$ cat src/rtl/comb_basics_unit.sv
// ============================================================================
// comb_basics_unit: registered full adder, 3-to-8 decoder and 8-to-3 priority
// encoder with active-low seven-segment output.       Revision: 1.0
// ============================================================================
`default_nettype none

module comb_basics_unit (
  input  logic       clk,
  input  logic       rst,
  input  logic       alu_a,
  input  logic       alu_b,
  input  logic       alu_c,
  output logic       alu_s,
  output logic       alu_c_out,
  input  logic [2:0] x,
  input  logic       en,
  output logic [7:0] y_dec,
  input  logic [7:0] ec_x,
  input  logic       ec_en,
  output logic [2:0] ec_y,
  output logic       ec_valid,
  output logic [7:0] ec_seg
);

  localparam logic [7:0] SEG_BLANK = 8'hFF;

  logic       alu_s_d, alu_s_q;
  logic       alu_c_out_d, alu_c_out_q;
  logic [7:0] y_dec_d, y_dec_q;
  logic [2:0] ec_y_d, ec_y_q;
  logic       ec_valid_d, ec_valid_q;
  logic [7:0] ec_seg_d, ec_seg_q;

  always_comb begin
    alu_s_d     = alu_a ^ alu_b ^ alu_c;
    alu_c_out_d = (alu_a & alu_b) | (alu_a & alu_c) | (alu_b & alu_c);
  end

  always_comb begin
    y_dec_d = 8'h00;
    if (en) begin
      y_dec_d = 8'h01 << x;
    end
  end

  // Bit 7 wins; a disabled or empty request vector reports index 0, invalid.
  always_comb begin
    ec_y_d     = 3'd0;
    ec_valid_d = 1'b0;
    if (ec_en) begin
      ec_valid_d = 1'b1;
      casez (ec_x)
        8'b1???????: ec_y_d = 3'd7;
        8'b01??????: ec_y_d = 3'd6;
        8'b001?????: ec_y_d = 3'd5;
        8'b0001????: ec_y_d = 3'd4;
        8'b00001???: ec_y_d = 3'd3;
        8'b000001??: ec_y_d = 3'd2;
        8'b0000001?: ec_y_d = 3'd1;
        8'b00000001: ec_y_d = 3'd0;
        default: begin
          ec_y_d     = 3'd0;
          ec_valid_d = 1'b0;
        end
      endcase
    end
  end

  // Active-low segments, bit0 = a ... bit6 = g, bit7 = dp (kept off).
  always_comb begin
    ec_seg_d = SEG_BLANK;
    if (ec_valid_d) begin
      case (ec_y_d)
        3'd0:    ec_seg_d = 8'hC0;
        3'd1:    ec_seg_d = 8'hF9;
        3'd2:    ec_seg_d = 8'hA4;
        3'd3:    ec_seg_d = 8'hB0;
        3'd4:    ec_seg_d = 8'h99;
        3'd5:    ec_seg_d = 8'h92;
        3'd6:    ec_seg_d = 8'h82;
        default: ec_seg_d = 8'hF8;
      endcase
    end
  end

  always_ff @(posedge clk or posedge rst) begin
    if (rst) begin
      alu_s_q     <= 1'b0;
      alu_c_out_q <= 1'b0;
      y_dec_q     <= 8'h00;
      ec_y_q      <= 3'd0;
      ec_valid_q  <= 1'b0;
      ec_seg_q    <= SEG_BLANK;
    end else begin
      alu_s_q     <= alu_s_d;
      alu_c_out_q <= alu_c_out_d;
      y_dec_q     <= y_dec_d;
      ec_y_q      <= ec_y_d;
      ec_valid_q  <= ec_valid_d;
      ec_seg_q    <= ec_seg_d;
    end
  end

  assign alu_s     = alu_s_q;
  assign alu_c_out = alu_c_out_q;
  assign y_dec     = y_dec_q;
  assign ec_y      = ec_y_q;
  assign ec_valid  = ec_valid_q;
  assign ec_seg    = ec_seg_q;

endmodule

`default_nettype wire

$ cat config.mk
export PLATFORM = sky130hd
export DESIGN_NAME = comb_basics_unit
export DESIGN_NICKNAME = d
export VERILOG_FILES = /design/src/rtl/comb_basics_unit.sv
export SDC_FILE = /design/constraint.sdc
export NUM_CORES = 1
export LEC_CHECK = 0
export ABC_AREA = 0
export CAP_MARGIN = 20
export CORE_MARGIN = 2
export CORE_UTILIZATION = 50
export DETAILED_ROUTE_END_ITERATION = 10
export DONT_BUFFER_PORTS = 1
export SLEW_MARGIN = 20
export SYNTH_ARGS = -nofsm -noshare
export SYNTH_HDL_FRONTEND = slang
export SYNTH_SLANG_ARGS = --single-unit
$ cat constraint.sdc
create_clock -name clk -period 0.8 [get_ports clk]
set_input_delay 0.24 -clock clk [delete_from_list [all_inputs] [get_ports clk]]
set_output_delay 0.24 -clock clk [all_outputs]
set_load 0.005 [all_outputs]
==> impl_metrics.sql, run 1 <==
INSERT INTO impl_metrics (metric_group, metric, value, unit) VALUES
('run_status', 'run_status', 'complete, but fails checks', ''),
('run_status', 'violations', 'setup timing', ''),
('finish', 'antenna_cells_inserted', '0', ''),
('floorplanning', 'io-pin-count', '40', ''),
('yosys', 'syn-cell-area', '898.4', 'um2'),
('yosys', 'cells_after_synthesis', '76', ''),
('yosys', 'yosysWarningCount', '0', ''),
('placement', 'finalWeightedCongestion', '0.7220', ''),
('finish', 'final_nets', '108', ''),
('clock_network', 'post_cts_buffers', '0', ''),
('floorplanning', 'core.rowCount', '15', ''),
('placement', 'dpl_worst_slack', '-0.3071', 'ns'),
('critical_path', 'timing.critical_path.required', '0.56', 'ns'),
('sta', 'worst_hold_slack', '0.02529', 'ns'),
('global_routing', 'maximum_number_of_pins_on_one_net_before_global_route_repair', '16', ''),
('critical_path', 'critical_path.endpoint_type', 'primary output', ''),
('clock_network', 'htree_num_levels', '1', ''),
('yosys', 'yosys.cell_types.count', '32', ''),
('pwr', 'cellLeakagePower', '0.4465', 'nW'),
('pwr', 'power.density_cell_area', '1731', 'nW/um2'),
('routing', 'drt_first_iter_violations', '11', ''),
('yosys', 'synth-edff-count', '0', ''),
('global_routing', 'met3_global_route_usage', '3.529', '%'),
('min_path', 'hp-start', 'ec_x[1]', ''),
('yosys', 'synth_largest_type_area_fraction', '39.00', '%'),
('yosys', 'async_reset_ff_share', '100.0', '%'),
('global_routing', 'use_met1', '16.34', '%'),
('routing', 'routed_wire_length_per_instance', '13.66', 'um'),
('routing', 'wl', '1.544', 'mm'),
('sta', 'final-hold-violation-count', '0', ''),
('routing', 'vias_per_instance', '5.336', ''),
('global_routing', 'grt_use_total', '16.03', '%'),
('floorplanning', 'die_w', '46.39', 'um'),
('critical_path', 'critical_path.max_fanout', '1', ''),
('yosys', 'synth.avg_cell_area', '11.82', 'um2'),
('yosys', 'yosys.cell_count.top_type', 'dfrtp_1', ''),
('yosys', 'ys.flop_type', 'dfrtp_1', ''),
('sta', 'max_clock_freq', '927.9', 'MHz'),
('critical_path', 'worstPathArrival', '0.84', 'ns'),
('run', 'cap_violations', '0', ''),
('clock_network', 'worst_setup_hold_path_clk_slew', '0.10', 'ns'),
('critical_path', 'startpoint_type', 'flip-flop', ''),
('clock_network', 'cts_inserted_buffers', '3', ''),
('floorplanning', 'fp.coreArea', '1708', 'um2'),
('sta', 'finalSetupViolations', '21', ''),
('clock_network', 'cts.root.buffer_cell', 'clkbuf_4', ''),
('floorplanning', 'initial_core_util', '52.60', '%'),
('clock_network', 'cts-root-to-sink-buffers', '2', ''),
('sta', 'finalCritPeriodShare', '134.7', '%'),
('yosys', 'synth_largest_area_cell', 'dfrtp_1', ''),
('yosys', 'postSynthNetCount', '95', ''),
('yosys', 'share_of_the_yosys_chip_area_belonging_to_registers', '59.47', '%'),
('yosys', 'synthTopCellsByArea', 'dfrtp_1 (39%), dfstp_2 (20%), nor2_1 (4.6%), nand2b_1 (2.8%), nor4_4 (2.4%)', ''),
('placement', 'portBuffers', '0', ''),
('critical_path', 'timing.critical_path.from', 'ec_seg[6]', ''),
('critical_path', 'criticalPathCategory', 'reg2out', ''),
('placement', 'place_hpwl', '1.168', 'mm'),
('pwr', 'power.ir.vdd_worst', '899.8', 'uV'),
('clock_network', 'tritoncts_num_sinks', '21', ''),
('global_routing', 'globalRoute.busiestLayer', 'met2', ''),
('yosys', 'synth_seq_cells', '21', ''),
('sta', 'final-max-slew-violation-count', '0', ''),
('routing', 'post-route-drc-count', '0', ''),
('routing', 'vias', '603', ''),
('global_routing', 'global_route.usage.met2', '28.06', '%'),
('sta', 'rsz_0062_raised_after_global_routing', 'yes', ''),
('clock_network', 'tritoncts', 'done', ''),
('sta', 'timing.final.crit_period', '1.078', 'ns'),
('floorplanning', 'dieArea', '2152', 'um2'),
('sta', 'fin_ws', '-0.2777', 'ns'),
('yosys', 'synth_top_cells_by_count', 'dfrtp_1 (14), nor2_1 (11), dfstp_2 (7)', ''),
('min_path', 'worstHoldPathType', 'in2reg', ''),
('global_routing', 'first_pass_grt_wire_length', '2.359', 'mm'),
('global_routing', 'grt_overflow_total', '0', ''),
('finish', 'area.growth.synth_to_final', '16.16', '%'),
('routing', 'firstDrtPassIters', '4', ''),
('global_routing', 'grt_pass1_vias', '549', ''),
('routing', 'ant_nets', '0', ''),
('floorplanning', 'die_h', '46.39', 'um'),
('global_routing', 'antenna_violations_before_repair', '0', ''),
('finish', 'final_layout_size_suffix_gt1_share', '29.55', '%');
[what timing repair did]
action	CTS	global route
gates resized for setup	0	3
pin swaps	0	0
endpoints found under the hold margin	21	0
endpoints found under the setup margin	21	24
gates cloned	0	0
hold buffers	5	0
[registers in the layout (all words and copies together), names as in the netlist]
name       flops
ec_valid       1
y_dec          8
ec_y           3
ec_seg         7
alu_s          1
alu_c_out      1
[stage by stage]
step	instance area (um2)	total power, mW	instances	util, %	setup TNS, ns
3_5_place_dp	954.7	1.331	104	55.90	-2.323
2_1_floorplan	912.1	1.313	76	-	-1.900
5_1_grt	1044	1.919	113	61.10	-4.515
4_1_cts	1031	1.832	113	60.37	-3.944
3_3_place_gp	954.7	1.328	104	55.90	-2.197
6_report	1044	1.807	113	61.10	-3.569
[per-layer routing]
layer	vias to the layer above	wire, um	share of wire, %
li1	281	-	-
met1	290	544	35
met2	30	857	56
met3	2	122	7.9
met4	0	19	1.2
met5	-	0	0
[logic make-up (layout without fill, tap and decap cells)]
group,Yosys count,in the layout,synth area share [%]
other,1,1,0.4174
flip-flops,21,21,59.47
AO/OA/AOI/OAI,15,15,12.54
buffers and inverters,6,18,4.178
AND/OR/NAND/NOR,32,32,21.17
adder cells (fa/ha/maj),1,1,2.229
[final cells by class]
cell class              instances  area, um2
multi-input cells              49      345.3
fillers                       146      664.4
flip-flops and latches         21      534.3
repair buffers                 11      95.09
inverters                       3      11.26
clock buffers                   4      26.28
well taps                      25      31.28
[power breakdown]
| part | total (mW) | switching (mW) | internal, mW |
|---|---|---|---|
| Sequential | 1.16 | 0.0285 | 1.13 |
| Clock | 0.471 | 0.277 | 0.194 |
| Combinational | 0.173 | 0.0842 | 0.0884 |
[placed cells by master, fill, tap and decap left out, types with 2 or more instances in the layout]
cell and n:
inv_1 3, nand2b_1 4, o21ai_0 2, dfstp_2 7, dfrtp_1 14, dlygate4sd3_1 5
nand2_1 5, buf_4 6, clkbuf_4 3, nor2_1 10, nor3_1 2
[worst paths after layout]
check                             to  slack (ns)  cells after the start
min in group asynchronous    ec_y[0]        0.36                      3
max in group asynchronous  ec_seg[1]        0.17                      3
min                         ec_valid        0.03                      1
max                        ec_seg[6]       -0.28                      0
Power figures use the tool's default switching activity.
==> run 2: changes to the inputs <==
--- a/config.mk
+++ b/config.mk
@@ -13,2 +13,3 @@
 export DONT_BUFFER_PORTS = 1
+export GPL_TIMING_DRIVEN = 0
 export SLEW_MARGIN = 20
--- a/constraint.sdc
+++ b/constraint.sdc
@@ -3,2 +3,2 @@
 set_output_delay 0.24 -clock clk [all_outputs]
-set_load 0.005 [all_outputs]
+set_load 0.05 [all_outputs]
==> impl_metrics.sql, run 2 (synthesized netlist as in run 1, its figures left out) <==
INSERT INTO impl_metrics (metric_group, metric, value, unit) VALUES
('placement', 'placed_cells_incl_taps', '101', ''),
('min_path', 'worstHoldPathType', 'in2async', ''),
('sta', 'max_slew_margin', '52.96', '%'),
('finish', 'largest_register_ff_count', '8', ''),
('clock_network', 'cts_inserted_buffers', '3', ''),
('run_status', 'run_status', 'complete, but fails checks', ''),
('floorplanning', 'io-pin-count', '40', ''),
('clock_network', 'cts.root.buffer_cell', 'clkbuf_4', ''),
('finish', 'fin_area', '1074', 'um2'),
('routing', 'drt_first_iter_violations', '6', ''),
('sta', 'tightest_pin_transition', '0.7048', 'ns'),
('finish', 'finish.cell_count_without_fillers', '112', ''),
('run_status', 'violations', 'hold timing, setup timing', ''),
('global_routing', 'maximum_number_of_pins_on_one_net_before_global_route_repair', '22', ''),
('clock_network', 'worst_setup_hold_path_clk_slew', '0.10', 'ns'),
('critical_path', 'criticalPathCategory', 'reg2out', ''),
('finish', 'finalCoreUtilization', '62.86', '%'),
('sta', 'max_clock_freq', '813.7', 'MHz'),
('placement', 'post_dp_cell_area', '960.9', 'um2'),
('global_routing', 'antenna_violations_before_repair', '0', ''),
('floorplanning', 'die_w', '46.39', 'um'),
('finish', 'layout_commonest_cell', 'dfrtp_2', ''),
('sta', 'final-max-slew-violation-count', '0', ''),
('critical_path', 'timing.critical_path.from', 'ec_seg[6]', ''),
('pwr', 'power.ir.vdd_worst', '871.6', 'uV'),
('floorplanning', 'core.rowCount', '15', ''),
('global_routing', 'grt_pass1_vias', '596', ''),
('placement', 'finalWeightedCongestion', '0.6766', ''),
('finish', 'antenna_cells_inserted', '0', ''),
('routing', 'post-route-drc-count', '0', ''),
('sta', 'rsz_0062_raised_after_global_routing', 'yes', ''),
('clock_network', 'post_cts_hold_buffer_count', '3', ''),
('sta', 'fin_ws', '-0.4290', 'ns'),
('finish', 'layout_common_cells', 'dfrtp_2 (14), nor2_1 (9), dfstp_2 (7), buf_4 (5)', ''),
('finish', 'nFillCells', '140', ''),
('clock_network', 'tritoncts_num_sinks', '21', ''),
('critical_path', 'startpoint_type', 'flip-flop', ''),
('critical_path', 'worstPathArrival', '0.99', 'ns'),
('floorplanning', 'die_h', '46.39', 'um'),
('placement', 'portBuffers', '0', ''),
('pwr', 'report.power.total', '2.039', 'mW'),
('routing', 'routed_wire_length_per_instance', '13.22', 'um'),
('clock_network', 'cts-root-to-sink-buffers', '2', ''),
('sta', 'worst_hold_slack', '-0.06019', 'ns'),
('global_routing', 'grt_use_total', '15.68', '%'),
('pwr', 'cellLeakagePower', '0.4343', 'nW'),
('floorplanning', 'fp.coreArea', '1708', 'um2'),
('routing', 'vias_per_instance', '5.330', ''),
('global_routing', 'grt_overflow_total', '0', ''),
('sta', 'finalSetupViolations', '24', ''),
('global_routing', 'first_pass_grt_wire_length', '2.339', 'mm'),
('routing', 'wl', '1.481', 'mm'),
('finish', 'final_nets', '107', ''),
('critical_path', 'critical_path.max_fanout', '1', ''),
('run', 'cap_violations', '0', ''),
('routing', 'vias', '597', ''),
('pwr', 'power.density_cell_area', '1900', 'nW/um2'),
('placement', 'place_hpwl', '1.083', 'mm'),
('floorplanning', 'dieArea', '2152', 'um2'),
('routing', 'ant_nets', '0', ''),
('finish', 'final_layout_size_suffix_gt1_share', '49.43', '%'),
('sta', 'final-hold-violation-count', '15', ''),
('routing', 'firstDrtPassIters', '2', ''),
('clock_network', 'htree_num_levels', '1', ''),
('clock_network', 'tritoncts', 'done', ''),
('sta', 'timing.final.crit_period', '1.229', 'ns'),
('floorplanning', 'initial_core_util', '52.60', '%'),
('sta', 'finalCritPeriodShare', '153.6', '%'),
('critical_path', 'timing.critical_path.required', '0.56', 'ns'),
('critical_path', 'critical_path.endpoint_type', 'primary output', ''),
('finish', 'area.growth.synth_to_final', '19.50', '%');
[run 2: power by group]
| part | leakage [nW] | switching (mW) | internal [mW] |
|---|---|---|---|
| Combinational | 0.181 | 0.107 | 0.0959 |
| Clock | 0.0177 | 0.278 | 0.186 |
| Sequential | 0.236 | 0.229 | 1.14 |
| Total | 0.434 | 0.613 | 1.43 |
[run 2: layout make-up]
class	instances	area, um2	area share (%)
Timing Repair Buffer	7	60.06	5.594
Clock inverter	1	5.005	0.4662
Clock buffer	3	22.52	2.098
Tap cell	25	31.28	2.914
Sequential cell	21	551.8	51.40
Inverter	3	11.26	1.049
Buffer	3	38.79	3.613
Multi-Input combinational cell	49	352.8	32.87
[run 2: worst paths after layout]
path	end	slack (ns)	cells past startpoint
min in group clk	ec_seg[2]	0	1
setup / recovery	ec_seg[6]	-0.43	0
max in group asynchronous	y_dec[0]	0.37	1
hold / removal	alu_s	-0.06	1
[run 2: timing repair]
action / 4_1_cts / 5_1_grt
endpoints found under the hold margin: 18 / 15
pin swaps: 2 / 2
endpoints found under the setup margin: 26 / 27
resized for setup: 4 / 2
buffers inserted: 2 / 2
[run 2: layer usage]
metal	up-vias	global-route usage [%]	part of all wire [%]
li1	280	-	-
met3	2	3.529	8.0
met4	0	8.571	1.1
met1	288	16.50	34
met2	27	28.33	57
met5	-	0	0
[run 2: through the flow]
| stage | TNS [ns] | setup slack [ns] |
|---|---|---|
| floorplan | -2.574 | -0.3456 |
| global placement | -3.368 | -0.4082 |
| detailed placement | -3.676 | -0.4015 |
| CTS | -7.015 | -0.4478 |
| global route | -7.532 | -0.4740 |
| finish | -6.621 | -0.4290 |
